File: config.mk
export PLATFORM = sky130hd
export DESIGN_NAME = count_sweep_ctrl
export DESIGN_NICKNAME = d
export VERILOG_FILES = /design/src/rtl/count_sweep_ctrl.sv
export SDC_FILE = /design/constraint.sdc
export NUM_CORES = 1
export LEC_CHECK = 0
export BUFFER_PORTS_ARGS = -buffer_cell sky130_fd_sc_hd__buf_2
export CORE_UTILIZATION = 30
export CTS_BUF_LIST = sky130_fd_sc_hd__clkbuf_4 sky130_fd_sc_hd__clkbuf_8
export DETAILED_ROUTE_END_ITERATION = 8
export GPL_TIMING_DRIVEN = 0
export HOLD_SLACK_MARGIN = 0.05
export PLACE_DENSITY_LB_ADDON = 0.2
export SETUP_SLACK_MARGIN = 0.15
export SYNTH_ARGS = -nofsm -noshare
export SYNTH_HDL_FRONTEND = slang
export SYNTH_SLANG_ARGS = --single-unit
File: constraint.sdc
create_clock -name clk -period 2.45 [get_ports clk]
set_input_delay 0.3675 -clock clk [delete_from_list [all_inputs] [get_ports clk]]
set_output_delay 0.3675 -clock clk [all_outputs]
set_load 0.01 [all_outputs]
File: src/rtl/count_sweep_ctrl.sv
// Sweep sequencer for a 4-bit up/down counter: seek to lo, then bounce lo<->hi with dwell.
// Optional `SWEEP_HOLD_EN adds a hold input that freezes the sequence.
module count_sweep_ctrl #(
  parameter int WIDTH   = 4,
  parameter int DWELL_W = 4,
  parameter int TRIP_W  = 3
) (
  input  logic               clk,
  input  logic               rst,
  input  logic               start,
  input  logic               abort,
  input  logic [WIDTH-1:0]   lo_lim,
  input  logic [WIDTH-1:0]   hi_lim,
  input  logic [DWELL_W-1:0] dwell,
  input  logic [TRIP_W-1:0]  trips,
  input  logic [WIDTH-1:0]   cnt_in,
`ifdef SWEEP_HOLD_EN
  input  logic               hold,
`endif
  output logic               cnt_en,
  output logic               cnt_ud,
  output logic               busy,
  output logic               done,
  output logic               err
);

  localparam logic [2:0] IDLE     = 3'd0;
  localparam logic [2:0] SEEK     = 3'd1;
  localparam logic [2:0] UP       = 3'd2;
  localparam logic [2:0] DWELL_HI = 3'd3;
  localparam logic [2:0] DOWN     = 3'd4;
  localparam logic [2:0] DWELL_LO = 3'd5;
  localparam logic [2:0] DONE     = 3'd6;

  logic [2:0]         state_r;
  logic [WIDTH-1:0]   lo_r;
  logic [WIDTH-1:0]   hi_r;
  logic [DWELL_W-1:0] dwell_r;
  logic [TRIP_W-1:0]  trips_r;
  logic [DWELL_W-1:0] dwell_cnt_r;
  logic [TRIP_W-1:0]  trip_cnt_r;
  logic               err_r;
  logic               hold_s;
  logic               en_s;
  logic               ud_s;
  logic [TRIP_W-1:0]  trip_nxt_s;

`ifdef SWEEP_HOLD_EN
  assign hold_s = hold;
`else
  assign hold_s = 1'b0;
`endif

  assign trip_nxt_s = trip_cnt_r + {{(TRIP_W-1){1'b0}}, 1'b1};

  // Sequencer state, latched sweep fields, dwell/trip counters and sticky error.
  always_ff @(posedge clk) begin
    if (rst) begin
      state_r     <= IDLE;
      lo_r        <= {WIDTH{1'b0}};
      hi_r        <= {WIDTH{1'b0}};
      dwell_r     <= {DWELL_W{1'b0}};
      trips_r     <= {TRIP_W{1'b0}};
      dwell_cnt_r <= {DWELL_W{1'b0}};
      trip_cnt_r  <= {TRIP_W{1'b0}};
      err_r       <= 1'b0;
    end else if (abort) begin
      state_r <= IDLE;
    end else if (hold_s) begin
      state_r <= state_r;
    end else begin
      case (state_r)
        IDLE: begin
          if (start) begin
            if (hi_lim > lo_lim) begin
              lo_r       <= lo_lim;
              hi_r       <= hi_lim;
              dwell_r    <= dwell;
              trips_r    <= trips;
              trip_cnt_r <= {TRIP_W{1'b0}};
              err_r      <= 1'b0;
              state_r    <= SEEK;
            end else begin
              err_r <= 1'b1;
            end
          end
        end
        SEEK: begin
          if (cnt_in == lo_r) state_r <= UP;
        end
        UP: begin
          if (cnt_in == hi_r) begin
            dwell_cnt_r <= dwell_r;
            state_r     <= DWELL_HI;
          end
        end
        DWELL_HI: begin
          if (dwell_cnt_r == {DWELL_W{1'b0}}) state_r <= DOWN;
          else dwell_cnt_r <= dwell_cnt_r - {{(DWELL_W-1){1'b0}}, 1'b1};
        end
        DOWN: begin
          if (cnt_in == lo_r) begin
            dwell_cnt_r <= dwell_r;
            state_r     <= DWELL_LO;
          end
        end
        DWELL_LO: begin
          if (dwell_cnt_r == {DWELL_W{1'b0}}) begin
            // trips == 0 runs forever; the trip counter simply wraps
            trip_cnt_r <= trip_nxt_s;
            if ((trips_r != {TRIP_W{1'b0}}) && (trip_nxt_s == trips_r)) state_r <= DONE;
            else state_r <= UP;
          end else begin
            dwell_cnt_r <= dwell_cnt_r - {{(DWELL_W-1){1'b0}}, 1'b1};
          end
        end
        DONE: begin
          state_r <= IDLE;
        end
        default: begin
          state_r <= IDLE;
        end
      endcase
    end
  end

  // Counter drive: move toward the active limit and stop exactly on it.
  always_comb begin
    en_s = 1'b0;
    ud_s = 1'b0;
    case (state_r)
      SEEK: begin
        if (cnt_in > lo_r) begin
          en_s = 1'b1;
          ud_s = 1'b0;
        end else if (cnt_in < lo_r) begin
          en_s = 1'b1;
          ud_s = 1'b1;
        end else begin
          en_s = 1'b0;
          ud_s = 1'b0;
        end
      end
      UP: begin
        ud_s = 1'b1;
        en_s = (cnt_in != hi_r);
      end
      DOWN: begin
        ud_s = 1'b0;
        en_s = (cnt_in != lo_r);
      end
      default: begin
        en_s = 1'b0;
        ud_s = 1'b0;
      end
    endcase
  end

  // Abort and hold gate the enable so the counter never takes a step on that edge.
  always_comb begin
    cnt_en = en_s & ~abort & ~hold_s;
    cnt_ud = ud_s;
    busy   = (state_r != IDLE);
    done   = (state_r == DONE) & ~hold_s;
    err    = err_r;
  end

endmodule

==> flow_summary_export.csv, run 1 <==
group,metric,value,unit
layout,multi_input_area,0.00107,mm²
critical_path,crit_path_max_incr_delay,380,ps
timing,fin_crit_sh,90.2,%
floorplan,start_util,31.8,%
critical_path,worstSetupStartpointType,"flop",
synthesis,synth_ff_type,"dfxtp_1",
clocking,cts_root_buffer,"clkbuf_8",
timing,tightest_slew,596,ps
place,placed_area,0.00188,mm²
floorplan,die_y,76.5,µm
floorplan,die_w,76.5,µm
pwr,ir_drop,0.205,mV
pwr,cellLeakagePower,0.000821,µW
global_routing,grt_usage,14.1,%
outcome,status,"finished, final reports clean",
place,place.gp.congestion,0.852,
pwr,pwr-share-seq,50.7,%
timing,hold_viol_final,0,
timing,fmax,453,MHz
pwr,p_clk_share,32.5,%
routing,vias,1381,
critical_path,timing_worst_setup_path_type,"flop to output pin",
min_path,whs_path_depth,3,
routing,via_per_inst,4.83,
layout,fillers,567,
routing,dr.pass1.iters,4,
layout,syn2layout_area_growth,18.0,%
clocking,htree_num_levels,1,
clocking,clkSinkCount,26,
routing,drtIter0Drc,69,
pwr,p_int,642,µW
clocking,clockBufferDepth,2,
critical_path,r2r_slack,430,ps
layout,drive_gt1_share,25.5,%
synthesis,syn_area,0.00166,mm²
synthesis,syn_inst,186,
timing,rsz0062_at_grt,"no",
floorplan,coreArea,0.00524,mm²
clocking,clk_pin_slew_worst_paths,90,ps
timing,drv_slew,0,
floorplan,dieArea,0.00585,mm²
timing,maxSlewHeadroom,60.3,%
critical_path,r2r_start,"dwell_cnt_r[0]",
critical_path,cp_max_fo,2,
min_path,hp-class,"primary input to flop",
critical_path,worst-r2r-cell-count,7,
pwr,power,873,µW
synthesis,ys_seq_area_share,31.3,%
flow_run,timing.max_cap.violations,0,
routing,route.detailed.drc,0,
critical_path,worst_r2r_endpoint,"trip_cnt_r[2]",
min_path,min_from,"trips[1]",
synthesis,async_flop_share,0,%
synthesis,ys_warn_count,0,
pwr,pwr-share-comb,16.8,%
global_routing,grt_max_degree,15,
layout,postLayoutCellArea,0.00196,mm²
place,dp_hpwl,2970,µm
synthesis,synth_area_per_cell,8.95,µm²
critical_path,path_cells,"inv_1 > ha_1 > and4_1 > or3_4 > a31oi_2 > buf_2",
timing,layout_min_cycle_time,2210,ps
layout,final_nets,251,
global_routing,grt_pass1_vias,1362,
floorplan,pin_count,28,
synthesis,synth_top_area_share,31.3,%
global_routing,antenna_found_initial,0,
routing,ant_nets,0,
timing,skew,4.58,ps
critical_path,crit_required,2080,ps
clocking,clock_latency,270,ps
clocking,cts_setup_buffers,0,
clocking,cts_buffers,3,
pwr,p_sw_share,26.4,%
synthesis,synth_edf_count,0,
synthesis,ys_types,49,
routing,wirelength,3800,µm
place,dp_worst_setup_slack,304,ps
clocking,cts_tree,"built",
layout,finalCoreUtilization,37.5,%
critical_path,end_kind,"output pin",
synthesis,synth_seq_cells,26,
layout,antennaDiodeCount,0,
place,io_buffers,26,
pwr,pwr_density_cell,444,mW/mm²
min_path,hold_path_end,"trips_r[1]",
floorplan,row_count,26,
timing,fin_setup_tns,0,ps
synthesis,synthTopCellsByArea,"dfxtp_1 31%, mux2i_1 10%, ha_1 8.3%",
pwr,p_sw,230,µW
global_routing,grt_pass1_wl,6610,µm
synthesis,yosysTopAreaCell,"dfxtp_1",
global_routing,grt-ovfl-total,0,
timing,final.setup.worst_slack,240,ps
critical_path,critPathSlowestCell,"or3_4",
routing,wl_per_cell,13.3,µm
clocking,postCtsHoldBufs,0,
critical_path,cp.arrival,1840,ps
timing,setup_viol,0,
layout,register_area,523,µm²
synthesis,synth_nets,220,
## logic make-up after synthesis
group | share of synthesized area (%)
simple gates | 21.4
fa+ha+maj | 8.27
compound gates | 16.2
mux | 11.6
buf+inv | 5.94
xor+xnor | 5.26
flops | 31.3
## stage by stage
| stage | hold slack (ps) | std cells |
|---|---|---|
| after floorplan | 445 | 186 |
| after global placement | 466 | 282 |
| after detailed placement | 468 | 282 |
| after CTS | 321 | 286 |
| after global routing | 327 | 286 |
| final | 324 | 286 |
## layout by cell type (no fill, tap or decap), types with 2 or more instances in the layout
cell and n:
and2_1 3, a211oi_1 2, xor2_1 8, a31o_2 2, a21oi_1 6, clkbuf_1 2, nor3_1 3, o31ai_1 2
clkbuf_8 4, o211ai_1 3, dfxtp_2 2, buf_6 2, nand4_1 4, dfxtp_1 24, ha_1 11, nor2b_1 5
nor2_1 23, nand3_1 4, mux2i_1 17, o21ai_1 2, buf_2 27, nand2_1 8, xnor2_1 2, o21ai_0 4
inv_1 13, mux2_2 2, nor3b_1 2
## state kept, by name (all words and copies together) (netlist names)
register / count
err: 1
dwell_r: 4
trips_r: 3
state_r: 3
lo_r: 4
trip_cnt_r: 3
dwell_cnt_r: 4
hi_r: 4
## timing repair
| item | CTS | global route |
|---|---|---|
| resized for setup | 1 | 9 |
| hold endpoints to repair | 0 | 0 |
| setup endpoints to repair | 1 | 1 |
| pin swaps | 0 | 1 |
| gates cloned | 0 | 0 |
## how the worst max path moves through the flow
stage               cells after the start  slack, ps       from     end
finish                                  6        240    lo_r[3]  cnt_en
global route                            8        170    lo_r[1]  cnt_en
CTS                                     6        170    lo_r[3]  cnt_en
detailed placement                      8        300  cnt_in[1]  cnt_en
global placement                        8        280  cnt_in[1]  cnt_en
floorplan                               5        590  cnt_in[0]  cnt_en
## power groups by stage
stage / combinational, µW / sequential, µW / clock, µW
2_1_floorplan: 95.1 / 450 / 0
3_3_place_gp: 144 / 452 / 0
3_5_place_dp: 145 / 452 / 0
4_1_cts: 146 / 442 / 299
5_1_grt: 164 / 444 / 314
6_report: 147 / 442 / 283
## critical path: cells and delay by family, from the launching register on
kind	cells	cell delay, ps
compound gates	1	150
flops	1	340
simple gates	2	590
buf+inv	2	200
fa+ha+maj	1	290
## synth_stat cells (2+ instances only)
| cell type | n |
|---|---|
| mux2_2 | 2 |
| nor3_1 | 3 |
| o31ai_1 | 2 |
| buf_6 | 2 |
| inv_1 | 13 |
| ha_1 | 11 |
| o211ai_1 | 3 |
| mux2i_1 | 17 |
| nor3b_1 | 2 |
| nand2_1 | 8 |
| a31o_2 | 2 |
| o21ai_0 | 5 |
| or3_1 | 2 |
| dfxtp_1 | 26 |
| clkbuf_1 | 3 |
| xor2_1 | 8 |
| nand3_1 | 4 |
| o21ai_1 | 2 |
| xnor2_1 | 2 |
| a31oi_1 | 2 |
| nor2b_1 | 6 |
| nor2_1 | 23 |
| a211oi_1 | 2 |
| and2_1 | 3 |
| nand4_1 | 4 |
| a21oi_1 | 6 |
## metal layers
layer | up-vias | GRT usage (%) | share of wire, %
met2 | 24 | 22.7 | 46
met1 | 635 | 19.5 | 50
li1 | 716 | - | -
met5 | - | 0 | 0
met4 | 0 | 5.19 | 2.0
met3 | 6 | 1.44 | 2.4
## area by class of cell
cell class / instances / share of cell area (%)
Buffer: 8 / 2.61
Clock buffer: 4 / 2.80
Inverter: 13 / 2.48
Multi-Input combinational cell: 139 / 54.4
Sequential cell: 26 / 26.6
Tap cell: 70 / 4.46
Timing Repair Buffer: 26 / 6.62
No activity file was read; power rests on OpenSTA's default activity.
==> run 2, diff against run 1 <==
Settings changed: PLACE_DENSITY_LB_ADDON 0.2 to default.
==> run 2 against run 1 <==
Net effect: count of clock-buffer cells in the layout did not move; utilization barely moved; power barely moved; global-route usage fell by 1.0 points; sequential share of layout area barely moved; highest routed layer unchanged; critical endpoint unchanged; first-iteration DRC count fell by 5.8%.
==> flow_summary_export.csv, run 2 (same netlist as run 1, synthesis figures left out) <==
group,metric,value,unit
outcome,status,"finished, final reports clean",
place,io_buffers,26,
clocking,clkSinkCount,26,
layout,postLayoutCellArea,0.00197,mm²
min_path,hp-class,"primary input to flop",
critical_path,cp_top_family,"simple AND/OR/NAND/NOR gates",
pwr,pwr_density_cell,444,mW/mm²
clocking,clk_pin_slew_worst_paths,100,ps
timing,final.setup.worst_slack,231,ps
layout,mostFrequentLayoutCells,"27 x buf_2, 23 x nor2_1, 23 x dfxtp_1, 17 x mux2i_1, 13 x inv_1",
place,dp_worst_setup_slack,287,ps
timing,fin_crit_sh,90.6,%
critical_path,critPathSlowestCell,"or3_4",
timing,fin_setup_tns,0,ps
clocking,cts_setup_buffers,0,
global_routing,grt-ovfl-total,0,
place,placed_area,0.00188,mm²
clocking,clock_latency,270,ps
timing,hold_viol_final,0,
clocking,cts_root_buffer,"clkbuf_8",
floorplan,die_w,76.5,µm
clocking,cts_buffers,3,
routing,ant_nets,0,
critical_path,crit_required,2080,ps
routing,wirelength,3720,µm
timing,tightest_slew,538,ps
critical_path,crit_path_max_incr_delay,360,ps
layout,multi_input_area,0.00107,mm²
routing,via_per_inst,4.83,
floorplan,coreArea,0.00524,mm²
timing,rsz0062_at_grt,"no",
clocking,postCtsHoldBufs,0,
critical_path,timing_worst_setup_path_type,"flop to output pin",
floorplan,dieArea,0.00585,mm²
pwr,ir_drop,0.196,mV
routing,route.detailed.drc,0,
layout,fillers,541,
pwr,cellLeakagePower,0.000823,µW
clocking,cts_tree,"built",
timing,drv_slew,0,
global_routing,grt_pass1_wl,6200,µm
critical_path,cp_max_fo,2,
layout,register_area,524,µm²
timing,maxSlewHeadroom,64.1,%
place,dp_hpwl,2860,µm
layout,drive_gt1_share,25.5,%
routing,vias,1381,
routing,wl_per_cell,13.0,µm
layout,antennaDiodeCount,0,
critical_path,end_kind,"output pin",
critical_path,worst-path-buf-inv,2,
pwr,power,873,µW
layout,finalCoreUtilization,37.5,%
layout,layout_commonest_cell,"buf_2",
critical_path,cp.arrival,1850,ps
timing,setup_viol,0,
routing,dr.pass1.iters,4,
place,place.gp.congestion,0.883,
flow_run,timing.max_cap.violations,0,
clocking,htree_num_levels,1,
floorplan,row_count,26,
global_routing,grt_usage,13.1,%
timing,layout_min_cycle_time,2220,ps
layout,final_nets,251,
layout,syn2layout_area_growth,18.1,%
floorplan,die_y,76.5,µm
global_routing,grt_max_degree,15,
critical_path,path_cells,"inv_1 > ha_1 > and4_1 > or3_4 > a31oi_4 > buf_2",
timing,skew,5.85,ps
routing,drtIter0Drc,65,
floorplan,pin_count,28,
floorplan,start_util,31.8,%
timing,fmax,451,MHz
clocking,clockBufferDepth,2,
global_routing,grt_pass1_vias,1312,
global_routing,antenna_found_initial,0,
critical_path,worstSetupStartpointType,"flop",
## run 2: cell counts in the layout (fill, tap and decap cells not counted)
Identical to the previous run, type by type.
## run 2: through the flow
| stage | cells | hold WS, ps |
|---|---|---|
| after CTS | 286 | 327 |
| after global placement | 282 | 459 |
| final | 286 | 329 |
| after floorplan | 186 | 445 |
| after detailed placement | 282 | 470 |
| after global routing | 286 | 322 |
## run 2: path summary, 6_finish.rpt
kind / start / endpoint / slack, ps / depth (start not counted)
max: lo_r[3] / cnt_en / 230 / 6
min: trips[1] / trips_r[1] / 330 / 3
max reg2reg: dwell_cnt_r[0] / trip_cnt_r[2] / 380 / 7
min reg2reg: dwell_cnt_r[1] / dwell_cnt_r[1] / 480 / 2
## run 2: timing repair
item,CTS,global route
endpoints found under the setup margin,1,1
resized for setup,3,6
pin swaps,1,3
## run 2: area by class of cell
cell class	count	area share [%]
multi-input combinational	139	54.4
clock buffer	4	2.80
sequential	26	26.7
tap	70	4.46
inverter	13	2.48
timing repair buffer	26	6.62
buffer	8	2.61
## run 2: worst reg2reg max path, cell delays in order (launching register included)
cell and delay [ps]:
dfxtp_1 350, inv_1 70, ha_1 180, nor3b_1 480
a31o_2 260, nand4_1 120, or4b_1 470, o21ai_0 80
## run 2: routing by layer
metal / vias to the layer above / track usage (%) / part of all wire [%]
met3: 4 / 1.56 / 2.0
met4: 0 / 3.85 / 0.67
met5: - / 0 / 0
met1: 643 / 18.4 / 53
li1: 713 / - / -
met2: 21 / 21.0 / 45
## run 2: power by group
part           switching, µW  internal, µW
Clock                    139           144
Sequential              7.47           435
Combinational           83.8          64.6
Total                    230           643
